<file path="src/rtl/complete_arbiter_if.sv">
// rtl/complete_arbiter_if.sv - FU completion ports and CDB broadcast bundle for complete_arbiter
//
// Signals:
//   fu_valid   [NUM_FU]        FU i presents a finished result
//   fu_pkt     [NUM_FU*PKT_W]  payload of FU i in bits [i*PKT_W +: PKT_W]
//   fu_ready   [NUM_FU]        slot i accepts a result this cycle
//   cdb_valid                  registered broadcast valid
//   cdb_pkt    [PKT_W]         registered broadcast payload
//   cdb_fu     [CNT_W]         index of the FU that produced cdb_pkt
//   busy_count [CNT_W]         number of occupied slots
// Modports: master = FU cluster / CDB consumer side, slave = arbiter side.
interface complete_arbiter_if #(
    parameter int NUM_FU = 6,
    parameter int PKT_W  = 44,
    parameter int CNT_W  = 3
);
    logic [NUM_FU-1:0]       fu_valid;
    logic [NUM_FU*PKT_W-1:0] fu_pkt;
    logic [NUM_FU-1:0]       fu_ready;
    logic                    cdb_valid;
    logic [PKT_W-1:0]        cdb_pkt;
    logic [CNT_W-1:0]        cdb_fu;
    logic [CNT_W-1:0]        busy_count;

    modport master (
        output fu_valid,
        output fu_pkt,
        input  fu_ready,
        input  cdb_valid,
        input  cdb_pkt,
        input  cdb_fu,
        input  busy_count
    );

    modport slave (
        input  fu_valid,
        input  fu_pkt,
        output fu_ready,
        output cdb_valid,
        output cdb_pkt,
        output cdb_fu,
        output busy_count
    );
endinterface

</file>
<file path="src/rtl/complete_arbiter.sv">
// rtl/complete_arbiter.sv - per-FU completion slots with round-robin CDB broadcast
//
// Ports:
//   clock  rising-edge clock
//   reset  asynchronous, active-high reset
//   flush  synchronous squash: empties all slots, kills the broadcast, rr_ptr to 0
//   bus    complete_arbiter_if.slave: fu_valid/fu_pkt/fu_ready handshake per FU,
//          registered cdb_valid/cdb_pkt/cdb_fu broadcast, busy_count popcount
module complete_arbiter #(
    parameter int NUM_FU = 6,
    parameter int PKT_W  = 44,
    parameter int CNT_W  = 3
) (
    input  logic                  clock,
    input  logic                  reset,
    input  logic                  flush,
    complete_arbiter_if.slave     bus
);

    logic [NUM_FU-1:0] slot_valid;
    logic [PKT_W-1:0]  slot_pkt [NUM_FU];
    logic [CNT_W-1:0]  rr_ptr;

    logic              cdb_valid_q;
    logic [PKT_W-1:0]  cdb_pkt_q;
    logic [CNT_W-1:0]  cdb_fu_q;
    logic [CNT_W-1:0]  busy_count_q;

    logic [NUM_FU-1:0] grant;
    logic              grant_any;
    logic [CNT_W-1:0]  grant_idx;
    logic [CNT_W:0]    scan_idx;
    logic [NUM_FU-1:0] ready;
    logic [NUM_FU-1:0] xfer;
    logic [NUM_FU-1:0] slot_valid_nxt;
    logic [CNT_W-1:0]  busy_nxt;

    // Round-robin search starting at rr_ptr. scan_idx carries one extra bit so
    // rr_ptr + k never overflows before the modulo-NUM_FU fold.
    always_comb begin
        grant     = '0;
        grant_any = 1'b0;
        grant_idx = '0;
        scan_idx  = '0;
        for (int k = 0; k < NUM_FU; k++) begin
            scan_idx = {1'b0, rr_ptr} + (CNT_W+1)'(k);
            if (scan_idx >= (CNT_W+1)'(NUM_FU)) begin
                scan_idx = scan_idx - (CNT_W+1)'(NUM_FU);
            end
            if (!grant_any && slot_valid[scan_idx[CNT_W-1:0]]) begin
                grant_any = 1'b1;
                grant_idx = scan_idx[CNT_W-1:0];
            end
        end
        if (grant_any) begin
            grant[grant_idx] = 1'b1;
        end
    end

    // A slot being drained this cycle is free to take a new result on the same edge.
    assign ready = {NUM_FU{~flush}} & (~slot_valid | grant);
    assign xfer  = bus.fu_valid & ready;

    // Refill wins over drain so a grant+refill leaves the slot full with the new packet.
    always_comb begin
        slot_valid_nxt = slot_valid;
        busy_nxt       = '0;
        for (int i = 0; i < NUM_FU; i++) begin
            if (xfer[i]) begin
                slot_valid_nxt[i] = 1'b1;
            end else if (grant[i]) begin
                slot_valid_nxt[i] = 1'b0;
            end
        end
        for (int i = 0; i < NUM_FU; i++) begin
            busy_nxt = busy_nxt + {{(CNT_W-1){1'b0}}, slot_valid_nxt[i]};
        end
    end

    always_ff @(posedge clock or posedge reset) begin
        if (reset) begin
            slot_valid   <= '0;
            rr_ptr       <= '0;
            cdb_valid_q  <= 1'b0;
            cdb_pkt_q    <= '0;
            cdb_fu_q     <= '0;
            busy_count_q <= '0;
            for (int i = 0; i < NUM_FU; i++) begin
                slot_pkt[i] <= '0;
            end
        end else if (flush) begin
            // Payloads and the last cdb_pkt/cdb_fu are left as-is; only validity matters.
            slot_valid   <= '0;
            rr_ptr       <= '0;
            cdb_valid_q  <= 1'b0;
            busy_count_q <= '0;
        end else begin
            slot_valid   <= slot_valid_nxt;
            busy_count_q <= busy_nxt;
            for (int i = 0; i < NUM_FU; i++) begin
                if (xfer[i]) begin
                    slot_pkt[i] <= bus.fu_pkt[i*PKT_W +: PKT_W];
                end
            end
            if (grant_any) begin
                cdb_valid_q <= 1'b1;
                cdb_pkt_q   <= slot_pkt[grant_idx];
                cdb_fu_q    <= grant_idx;
                rr_ptr      <= (grant_idx == CNT_W'(NUM_FU-1)) ? '0 : grant_idx + CNT_W'(1);
            end else begin
                cdb_valid_q <= 1'b0;
            end
        end
    end

    assign bus.fu_ready   = ready;
    assign bus.cdb_valid  = cdb_valid_q;
    assign bus.cdb_pkt    = cdb_pkt_q;
    assign bus.cdb_fu     = cdb_fu_q;
    assign bus.busy_count = busy_count_q;

endmodule

</file>
<file path="src/flat_wrapper.sv">
// flat-port wrapper written by rule: the top's interface ports become plain ports
module complete_arbiter_flat 
#(
    parameter int NUM_FU = 6,
    parameter int PKT_W  = 44,
    parameter int CNT_W  = 3
)
  (clock, reset, flush, bus_fu_valid, bus_fu_pkt, bus_fu_ready, bus_cdb_valid, bus_cdb_pkt, bus_cdb_fu, bus_busy_count);
  complete_arbiter_if #(.NUM_FU(NUM_FU), .PKT_W(PKT_W), .CNT_W(CNT_W)) bus_i ();
  input  logic clock;
  input  logic reset;
  input  logic flush;
  input wire logic [$bits(bus_i.fu_valid)-1:0] bus_fu_valid;
  input wire logic [$bits(bus_i.fu_pkt)-1:0] bus_fu_pkt;
  output wire logic [$bits(bus_i.fu_ready)-1:0] bus_fu_ready;
  output wire logic [$bits(bus_i.cdb_valid)-1:0] bus_cdb_valid;
  output wire logic [$bits(bus_i.cdb_pkt)-1:0] bus_cdb_pkt;
  output wire logic [$bits(bus_i.cdb_fu)-1:0] bus_cdb_fu;
  output wire logic [$bits(bus_i.busy_count)-1:0] bus_busy_count;
  assign bus_i.fu_valid = bus_fu_valid;
  assign bus_i.fu_pkt = bus_fu_pkt;
  assign bus_fu_ready = bus_i.fu_ready;
  assign bus_cdb_valid = bus_i.cdb_valid;
  assign bus_cdb_pkt = bus_i.cdb_pkt;
  assign bus_cdb_fu = bus_i.cdb_fu;
  assign bus_busy_count = bus_i.busy_count;
  complete_arbiter #(.NUM_FU(NUM_FU), .PKT_W(PKT_W), .CNT_W(CNT_W)) u_core (.clock(clock), .reset(reset), .flush(flush), .bus(bus_i));
endmodule
</file>
<file path="config.mk">
export PLATFORM = sky130hd
export DESIGN_NAME = complete_arbiter_flat
export DESIGN_NICKNAME = d
export VERILOG_FILES = /design/src/rtl/complete_arbiter_if.sv /design/src/rtl/complete_arbiter.sv /design/src/flat_wrapper.sv
export SDC_FILE = /design/constraint.sdc
export NUM_CORES = 1
export LEC_CHECK = 0
export ABC_AREA = 0
export BUFFER_PORTS_ARGS = -buffer_cell sky130_fd_sc_hd__buf_2
export CORE_UTILIZATION = 36
export DETAILED_ROUTE_END_ITERATION = 7
export PLACE_DENSITY = 0.61
export SYNTH_ARGS = -nofsm -noshare
export SYNTH_HDL_FRONTEND = slang
export SYNTH_SLANG_ARGS = --single-unit
</file>
<file path="constraint.sdc">
create_clock -name clock -period 10.3 [get_ports clock]
set_clock_uncertainty 0.05 [all_clocks]
set_input_delay 2.06 -clock clock [delete_from_list [all_inputs] [get_ports clock]]
set_output_delay 2.06 -clock clock [all_outputs]
set_load 0.005 [all_outputs]
</file>
# == Word level (Yosys, flattened, before mapping) ==
# Index checks and enable logic that the tools add are counted.
# word_totals
ff_bits,324
out_inout_bits,57
# op_classes
add_sub_neg,17
order_cmp,15
n_eq_ne,1
muxes,55
n_bitwise,6
n_reduce_logical,19
# op_table
op,n
$bmux W44 S3,1
$mux W44,2
$mux W3,16
$lt A3 B4 Y1 const B,7
$mux W1,27
$ge A4 B3 Y1 const B,5
$bmux W1 S3,6
$sub A3 B3 Y3 const B,6
$reduce_and A2 Y1,7
$add A3 B1 Y3,4
$and A6 B6 Y6,2
$mux W6,2
$add A3 B2 Y4 const B,2
$add A3 B3 Y4 const B,2
$logic_and A1 B1 Y1,6
$not A6 Y6,1
$or A6 B6 Y6,1
$logic_not A1 Y1,5
$add A3 B1 Y4 const B,1
$ge A4 B4 Y1 const B,1
$not A3 Y4,1
$add A3 B1 Y3 const B,1
$demux W1 S3,1
$eq A3 B3 Y1 const B,1
other kinds (5),5

# == Depth between registers and ports, before layout ==
# Gate-level depths: netlist of run 1.
# logic_depth
word_depth,35
mapped_depth,23
depth_no_buf,18

# == Worst setup path after synthesis of run 1 ==
# Ideal clock, no wire load.
# synth_timing
path_kind,flip-flop to flip-flop
start,reg u_core.rr_ptr[0]
end,reg u_core.busy_count_q[1] (netlist: u_core.bus.busy_count[1])
setup_ps,132
arrival_time_ps,5501
required_time_ps,10118
setup_slack_ps,4618
path_stages_with_launch,24
synth_period_minus_slack_ps,5682
path_cell_list,dfrtp_1 > buf_6 > buf_2 > inv_1 > ha_1 > clkbuf_1 > inv_1 > and4_1 > a211oi_2 > nand2_2 > or4b_4 > o2bb2ai_1 > nor3b_2 > buf_4 > clkbuf_1 > nand2_1 > nand2_1 > o21ai_0 > ha_1 > inv_1 > fa_1 > fa_1 > fa_1 > nor2_1
# synth_via
elab_chain_len,35
elab_cells_between_ends,84
classes_between,add/sub: 16; order compare: 8; mux: 46; bitwise: 3; reduce/logical: 11
# synth_rtl
element,line_no,rtl
from (decl),complete_arbiter.sv:22,logic [CNT_W-1:0] rr_ptr;
from (signal assigned),complete_arbiter.sv:109,rr_ptr <= (grant_idx == CNT_W'(NUM_FU-1)) ? '0 : grant_idx + CNT_W'(1);
branches (longest 24 deep; another with $add A3 B1 Y4),n/a,
$mux W6 *,complete_arbiter.sv:55,if (grant_any) begin
$or A6 B6 Y6,complete_arbiter.sv:61,assign ready = {NUM_FU{~flush}} & (~slot_valid | grant);
$and A6 B6 Y6,complete_arbiter.sv:61,
$and A6 B6 Y6,complete_arbiter.sv:62,assign xfer = bus.fu_valid & ready;
$mux W1,complete_arbiter.sv:69,if (xfer[i]) begin
$add A1 B1 Y2,complete_arbiter.sv:76,"busy_nxt = busy_nxt + {{(CNT_W-1){1'b0}}, slot_valid_nxt[i]};"
$add A3 B1 Y3 (3 in series),complete_arbiter.sv:76,
$add A3 B1 Y3 *,complete_arbiter.sv:76,
$mux W3 *,complete_arbiter.sv:91,end else if (flush) begin
to (signal assigned),complete_arbiter.sv:99,busy_count_q <= busy_nxt;
to (decl),complete_arbiter.sv:27,logic [CNT_W-1:0] busy_count_q;
# Every way passes the cells marked *. The select of a mux whose other input is x is not followed.
# A chain may end at the register's enable or synchronous reset.

# == Worst setup path after layout of run 1 ==
# layout_timing
start,reg u_core.rr_ptr[0]
end,out bus_fu_ready[1]
# layout_via
elab_chain_len,27
elab_cells_between_ends,65
classes_between,add/sub: 11; order compare: 8; mux: 33; bitwise: 2; reduce/logical: 11
# layout_rtl
element,line_no,rtl
branches (longest 24 deep; another with $add A3 B1 Y4),n/a,
$mux W6 *,complete_arbiter.sv:55,
$or A6 B6 Y6 *,complete_arbiter.sv:61,
$and A6 B6 Y6 *,complete_arbiter.sv:61,
to (decl),flat_wrapper.sv:15,output wire logic [$bits(bus_i.fu_ready)-1:0] bus_fu_ready;
# Marks and branches as above.

==> results of run 1 <==
## final cells by class
type	count	area share, %
antenna	6	0.0801
clock buffer	53	5.92
clock inverter	12	0.975
inverter	13	0.281
multi-input combinational	850	36.3
sequential	324	43.3
tap	539	3.60
timing repair buffer	346	9.54
## per-stage QoR
| stage | cells | cell area [um2] | utilization, % |
|---|---|---|---|
| after floorplan | 1276 | 15300 | - |
| after global placement | 2072 | 17400 | 41.5 |
| after detailed placement | 2072 | 17400 | 41.5 |
| after CTS | 2137 | 18700 | 44.6 |
| after global routing | 2138 | 18700 | 44.6 |
| final | 2143 | 18700 | 44.7 |
## layer usage
metal	wire (um)	global-route usage (%)
met1	20100	28.0
met5	114	0
met4	1100	6.77
met3	2980	5.63
met2	21000	33.8
## worst paths after layout
kind / start / end / cells past startpoint
min in group asynchronous: reset / u_core.bus.cdb_pkt[41]$_DFFE_PP0P_ / 3
worst max register to register: u_core.rr_ptr[0]$_DFFE_PP0P_ / u_core.bus.busy_count[1]$_DFF_PP0_ / 19
worst min-delay path: u_core.bus.cdb_fu[1]$_DFFE_PP0P_ / u_core.bus.cdb_fu[1]$_DFFE_PP0P_ / 2
max in group asynchronous: reset / u_core.slot_pkt[190]$_DFFE_PP0P_ / 4
worst min register to register: u_core.bus.cdb_fu[1]$_DFFE_PP0P_ / u_core.bus.cdb_fu[1]$_DFFE_PP0P_ / 2
worst max-delay path: u_core.rr_ptr[0]$_DFFE_PP0P_ / bus_fu_ready[1] / 13
## sequential cells by signal (all words and copies together), names as in the netlist
| name | flops |
|---|---|
| u_core.slot_valid | 6 |
| u_core.slot_pkt | 264 |
| u_core.rr_ptr | 3 |
| u_core.bus.cdb_pkt | 44 |
| u_core.bus.cdb_fu | 3 |
| u_core.bus.busy_count | 3 |
| u_core.bus.cdb_valid | 1 |
## cell families after synthesis
group,Yosys count
compound gates,243
xor+xnor,5
fa+ha+maj,14
buf+inv,102
flops,324
mux,276
simple gates,312
## power breakdown
part           total, mW  leakage [nW]  internal [mW]  switching, mW
sequential          2.30          3.85           1.93          0.374
combinational       4.48          4.09           1.76           2.72
clock               1.39         0.640          0.853          0.541
## cell usage in the layout (no fill, tap or decap), types with 3 or more instances in the layout
cell         n
a211oi_1    48
a21o_1       3
a21oi_1     16
a22o_1      44
a22oi_1      4
a31oi_1     90
and2_1      48
and3_1       3
buf_2      329
buf_4       16
bufinv_16    4
clkbuf_1     6
clkbuf_16   39
clkbuf_8     8
clkinv_2     5
dfrtp_1    324
diode_2      6
fa_1         3
ha_1        11
inv_1       12
mux2_1      10
mux2_2     217
mux2_4      40
mux2i_1      7
nand2_1    187
nor2_1      28
nor2b_1      5
nor3_1       4
nor3b_4      5
o21a_1       5
o21ai_0     10
or3_1        6
xnor2_1      3
## worst max-delay path, cell delays in order, from the launching register on
cell	delay, ns
dfrtp_1	0.93
inv_1	0.22
ha_1	0.69
nor2b_1	0.14
o21a_1	0.24
o21a_1	0.19
o31ai_1	0.53
or4b_4	0.59
o2bb2ai_4	0.16
buf_4	0.31
nor3b_4	1.06
a21boi_1	0.24
nor2_1	0.15
buf_2	0.13
==> results by group, run 1 <==
Logic synthesis
  • Synth Flop Type: dfrtp_1
  • Largest family of logic cells by synthesized area: multiplexers
  • Synth Area in Simple Gates: 9.58%
  • Post-synthesis adder-cell area fraction: about 1.3%
  • Seq/Total Area, Yosys: 52.9%
  • Synth top cells by count: 324 x dfrtp_1, 217 x mux2_2, 188 x nand2_1
  • Cell with the most instances after synthesis: dfrtp_1
  • Mean Syn Cell Area: 12.0 um2
  • Area leader, netlist: dfrtp_1
  • Synthesized cell area: 15300 um2
  • Gate Count Post-Synth: 1276
  • Area share of the largest cell type after synthesis: 52.9%
  • Synth area leaders: dfrtp_1 53%, mux2_2 16%, nand2_1 4.6%, mux2_4 3.9%, a31oi_1 3.7%
  • Synth Warn #: 0
  • Multiplexer fraction of the synthesized cell area: a little over a fifth
  • Post-Syn Nets: 1563
  • Post-synth EDFFs: 0
  • Cell variety after synth: 64
  • Ys async rst share: between 90% and 100%
  • Compound-Gate Fraction of Synth Area: 11.3%
  • Synthesized flop and latch total: 324
  • Synth Area in XOR/XNOR: 0.286%

Clock network
  • Hold-fix buffers, CTS: 0
  • Setup bufs post-CTS: 0
  • Max Buffers Root-to-Sink: 3
  • CTS buffer count: 38
  • Clk pin slew, worst setup/hold paths: 0.07 ns
  • Cts repair resizes: 0
  • Clk_lat worst skew: 0.56 ns
  • CTS tree: done
  • # H-tree levels: 2
  • Root buf cell: clkbuf_16
  • Clk sink count: roughly 320

STA
  • Tcrit/Tclk final: about four fifths
  • Min cycle time layout: 8.26 ns
  • Max-slew violation count: 0
  • Fmax: 121 MHz
  • Rel. slew slack: 16.5%
  • Final setup vio count: 0
  • Worst Tran Pin Value: 1.25 ns
  • Final worst slack: 2.04 ns
  • Hold slack final: approximately 0.44 ns
  • RSZ-0062 raised after global routing: no
  • Final Hold Viols: 0
  • Fin Setup TNS: 0 ns

GRT
  • Vias in the first global route: 12026
  • Antenna violations before repair: 14
  • GRT Resource Usage Total: 21.2%
  • Largest net degree at the start of global routing: 174
  • Remaining Overflow, GRT: 0
  • First-pass GRT wire length: 70700 um

Pwr
  • VDD IR max: 413 uV
  • Total power: 8.17 mW
  • Leak: 8.59 nW
  • Pwr Density: 436 nW/um2

Setup path
  • Required time of the worst setup path: 8.19 ns
  • Crit path max fanout: 50
  • Setup slack, reg-to-reg: around 2.7 ns
  • Setup Crit Path Kind: reg2out
  • Setup crit end kind: output pin
  • Worst path arrival time: 6.15 ns
  • Critical Path Start Type: register

Detailed routing
  • Post-DR wirelength/cell: 21.1 um
  • DRC Markers: 0
  • Via density per instance: 5.32
  • Drt first pass iters: 5
  • DR iter-0 viols: 681
  • Routed via count: approximately 11000
  • Remaining antenna violation count: 0
  • WL final: 45300 um

Cells and area
  • Footprint of the multi-input gates: approximately 6800 um2
  • Register Area: about 8100 um2
  • Synth-to-Final Area Change: 22.3%
  • Fraction of layout cells with a size suffix above 1: 43.1%
  • Fillers: 3895
  • NumNets Final: between 1500 and 2000

Run
  • Max cap viols: 0

Outcome
  • Outcome: completed

Floorplanning
  • Rows: 75
  • Core Region: 41900 um2
  • Die height: around 210 um
  • Die ar.: 43400 um2
  • Top Ports: 330
  • Starting Density: 36.5%
  • Die W: 208 um

Placed design
  • Count of buffers from port buffering: 329
  • Global placement routability congestion: 0.850
  • DP Worst Slack: between 2 and 3 ns
  • Detailed Place HPWL: 30900 um

Worst hold path
  • Path type of the worst min-delay path: reg2reg
(Power assumes the default switching activity.)
==> run 2, diff against run 1 <==
ABC_AREA = 1   (was 0)
PLACE_DENSITY = 0.58   (was 0.61)
clock period = 8.15 ns   (was 10.3 ns; I/O delays follow)
==> results by group, run 2 <==
Outcome
  • Outcome: completed (unchanged)

Setup path
  • Worst-case reg-to-reg path depth: 28 (was 19)
  • Setup crit end kind: output pin (unchanged)
  • Delay-heaviest family, CP: buffers and inverters (was simple AND/OR/NAND/NOR gates)
  • Worst path arrival time: 4.91 ns (was 6.15 ns)
  • Required time of the worst setup path: 6.47 ns (was 8.19 ns)
  • Reg-to-Reg End: u_core.bus.busy_count[1]$_DFF_PP0_ (unchanged)
  • CP peak stage delay: 0.75 ns (was 1.06 ns)
  • Buf+Inv Stages, Crit Path: 6 (was 3)
  • Crit path max fanout: 47 (was 50)
  • Setup slack, reg-to-reg: 1.86 ns (was 2.73 ns)
  • CP startpoint: u_core.rr_ptr[0]$_DFFE_PP0P_ (unchanged)
  • Worst Setup EP: bus_fu_ready[2] (was bus_fu_ready[1])
  • Slowest stage cell, crit path: dfrtp_1 (was nor3b_4)
  • RR Startpoint: u_core.rr_ptr[0]$_DFFE_PP0P_ (unchanged)
  • CP Depth: 22 (was 13)
  • Critical Path Start Type: register (unchanged)
  • Setup Crit Path Kind: reg2out (unchanged)
  • CP cell instances: inv_2 -> ha_1 -> inv_4 -> nand2_2 -> nand3_2 -> nand2_2 -> nand2_1 -> nand2_1 -> nand2_1 -> nand3_2 -> nand2_2 -> nand4_2 -> nor2_2 -> nand3_1 -> nand3_2 -> buf_4 -> inv_2 -> nor2_4 -> nor2_2 -> nor2_4 -> buf_4 -> buf_2 (was inv_1 -> ha_1 -> nor2b_1 -> o21a_1 -> o21a_1 -> o31ai_1 -> or4b_4 -> o2bb2ai_4 -> buf_4 -> nor3b_4 -> a21boi_1 -> nor2_1 -> buf_2)

Clock network
  • Root buf cell: clkbuf_16 (unchanged)
  • CTS tree: done (unchanged)
  • Setup bufs post-CTS: 0 (unchanged)
  • Clk_lat worst skew: 0.55 ns (was 0.56 ns)
  • Hold-fix buffers, CTS: 0 (unchanged)
  • Clk sink count: 324 (unchanged)
  • Clk pin slew, worst setup/hold paths: 0.06 ns (was 0.07 ns)
  • Max Buffers Root-to-Sink: 3 (unchanged)
  • # H-tree levels: 2 (unchanged)
  • Cts repair resizes: 0 (unchanged)
  • CTS buffer count: 40 (was 38)

Placed design
  • Global placement routability congestion: 0.904 (was 0.850)
  • Count of buffers from port buffering: 329 (unchanged)
  • Detailed Place HPWL: 39100 um (was 30900 um)

GRT
  • Vias in the first global route: 15768 (was 12026)
  • GRT Resource Usage Total: 24.3% (was 21.2%)
  • First-pass GRT wire length: 89400 um (was 70700 um)
  • Antenna violations before repair: 0 (was 14)
  • Remaining Overflow, GRT: 0 (unchanged)
  • Largest net degree at the start of global routing: 129 (was 174)

Worst hold path
  • Path type of the worst min-delay path: reg2reg (unchanged)

STA
  • Worst Tran Pin Value: 1.10 ns (was 1.25 ns)
  • Tcrit/Tclk final: 80.8%
  • Max-slew violation count: 0 (unchanged)
  • Final setup vio count: 0 (unchanged)
  • Fmax: ~150 MHz
  • RSZ-0062 raised after global routing: no (unchanged)
  • Min cycle time layout: 6.59 ns
  • Final Hold Viols: 0 (unchanged)
  • Fin Setup TNS: 0 ns (unchanged)
  • Rel. slew slack: 26.8% (was 16.5%)

Logic synthesis
  • Synth Warn #: 0 (unchanged)
  • Cell with the most instances after synthesis: nand2_1 (was dfrtp_1)
  • Multiplexer fraction of the synthesized cell area: 0% (was 21.4%)
  • Seq/Total Area, Yosys: 48.2% (was 52.9%)
  • Post-synth EDFFs: 0 (unchanged)
  • Synthesized flop and latch total: 324 (unchanged)
  • Cell variety after synth: 35 (was 64)
  • Synth top cells by count: 909 x nand2_1, 324 x dfrtp_1, 209 x inv_1 (was 324 x dfrtp_1, 217 x mux2_2, 188 x nand2_1)
  • Largest family of logic cells by synthesized area: simple AND/OR/NAND/NOR gates (was multiplexers)
  • Synth Area in Simple Gates: 34.2% (was 9.58%)
  • Compound-Gate Fraction of Synth Area: 6.62% (was 11.3%)
  • Synth Flop Type: dfrtp_1 (unchanged)
  • Synth area leaders: dfrtp_1 48%, nand2_1 20%, nand3_1 6.0%, nand4_1 5.2%, inv_1 4.7% (was dfrtp_1 53%, mux2_2 16%, nand2_1 4.6%, mux2_4 3.9%, a31oi_1 3.7%)
  • Area leader, netlist: dfrtp_1 (unchanged)
  • Mean Syn Cell Area: 7.43 um2 (was 12.0 um2)
  • Ys async rst share: 100% (unchanged)
  • Area share of the largest cell type after synthesis: 48.2% (was 52.9%)
  • Gate Count Post-Synth: 2263 (was 1276)
  • Post-synthesis adder-cell area fraction: 1.18% (was 1.29%)
  • Synth Area in XOR/XNOR: 0.0521% (was 0.286%)
  • Synthesized cell area: 16800 um2 (was 15300 um2)
  • Post-Syn Nets: 2550 (was 1563)

Run
  • Max cap viols: 0 (unchanged)

Floorplanning
  • Die ar.: 47600 um2 (was 43400 um2)
  • Die height: 218 um (was 208 um)
  • Rows: 78 (was 75)
  • Core Region: 45700 um2 (was 41900 um2)
  • Starting Density: 36.8% (was 36.5%)
  • Top Ports: 330 (unchanged)
  • Die W: 218 um (was 208 um)

Detailed routing
  • DRC Markers: 0 (unchanged)
  • DR iter-0 viols: 1221 (was 681)
  • Via density per instance: 5.05 (was 5.32)
  • Remaining antenna violation count: 0 (unchanged)
  • Routed via count: 15831 (was 11398)
  • Drt first pass iters: 7 (was 5)
  • WL final: 57500 um (was 45300 um)
  • Post-DR wirelength/cell: 18.4 um (was 21.1 um)

Cells and area
  • N_diodes: 0 (was 6)
  • Synth-to-Final Area Change: 19.2% (was 22.3%)
  • Fraction of layout cells with a size suffix above 1: 18.4% (was 43.1%)
  • Largest reg by FF count: u_core.slot_pkt (unchanged)
  • NumNets Final: 2788 (was 1860)
  • Fillers: 4776 (was 3895)
  • Commonest non-fill, non-tap cells in the layout: 906 x nand2_1, 329 x buf_2, 324 x dfrtp_1 (was 329 x buf_2, 324 x dfrtp_1, 217 x mux2_2)
  • Commonest non-fill, non-tap cell in the layout: nand2_1 (was buf_2)
  • Largest register FFs: 264 (unchanged)
==> run 2: worst min path at each step <==
stage / cells past startpoint / from / slack (ns) / end
after global placement: 2 / u_core.slot_pkt[75]$_DFFE_PP0P_ / 0.40 / u_core.slot_pkt[75]$_DFFE_PP0P_
after detailed placement: 2 / u_core.slot_pkt[79]$_DFFE_PP0P_ / 0.40 / u_core.slot_pkt[79]$_DFFE_PP0P_
final: 2 / u_core.slot_pkt[79]$_DFFE_PP0P_ / 0.41 / u_core.slot_pkt[79]$_DFFE_PP0P_
after CTS: 2 / u_core.slot_pkt[85]$_DFFE_PP0P_ / 0.42 / u_core.slot_pkt[85]$_DFFE_PP0P_
after global routing: 2 / u_core.slot_pkt[244]$_DFFE_PP0P_ / 0.43 / u_core.slot_pkt[244]$_DFFE_PP0P_
after floorplan: 2 / u_core.slot_pkt[69]$_DFFE_PP0P_ / 0.39 / u_core.slot_pkt[69]$_DFFE_PP0P_
==> run 2: worst register-to-register path: cells and delay by family, from the launching register on <==
family | cells | cell delay, ns
adders and majority gates | 5 | 2.27
buffers and inverters | 5 | 1.34
DFF | 1 | 0.75
and+or+nand+nor | 18 | 1.74
==> run 2: metal layers <==
metal  GRT usage [%]  routed length (um)  up-vias
li1                -                   -     7678
met1            32.0               24800     7580
met2            40.9               27800      474
met3            3.47                3220       99
met4            8.37                1730        0
met5               0                   0        -
==> run 2: final cells by class <==
class	instances	area [um2]	area share (%)
flip-flops and latches	324	8110	40.5
multi-input cells	1563	7110	35.5
repair buffers	353	1850	9.24
clock buffers	63	1240	6.19
inverters	219	831	4.15
well taps	600	751	3.75
clock inverters	11	156	0.780
==> run 2: cell families after synthesis <==
kind of cell | Yosys count
AND/OR/NAND/NOR | 1337
buffers and inverters | 376
flip-flops | 324
AO/OA/AOI/OAI | 211
adder cells (fa/ha/maj) | 14
XOR/XNOR | 1
==> run 2: stage by stage <==
step / util [%] / setup WS, ns / hold slack [ns] / instance area, um2 / instances
2_1_floorplan: - / 2.15 / 0.387 / 16800 / 2263
3_3_place_gp: 40.8 / 1.91 / 0.399 / 18600 / 3059
3_5_place_dp: 40.8 / 1.85 / 0.403 / 18600 / 3059
4_1_cts: 43.9 / 1.52 / 0.417 / 20000 / 3133
5_1_grt: 43.9 / 1.14 / 0.432 / 20000 / 3133
6_report: 43.9 / 1.56 / 0.414 / 20000 / 3133
Power of run 2 is left out: the tool's default activity adds up to more than one toggle a clock period on the data nets, which glitch-free logic cannot reach.
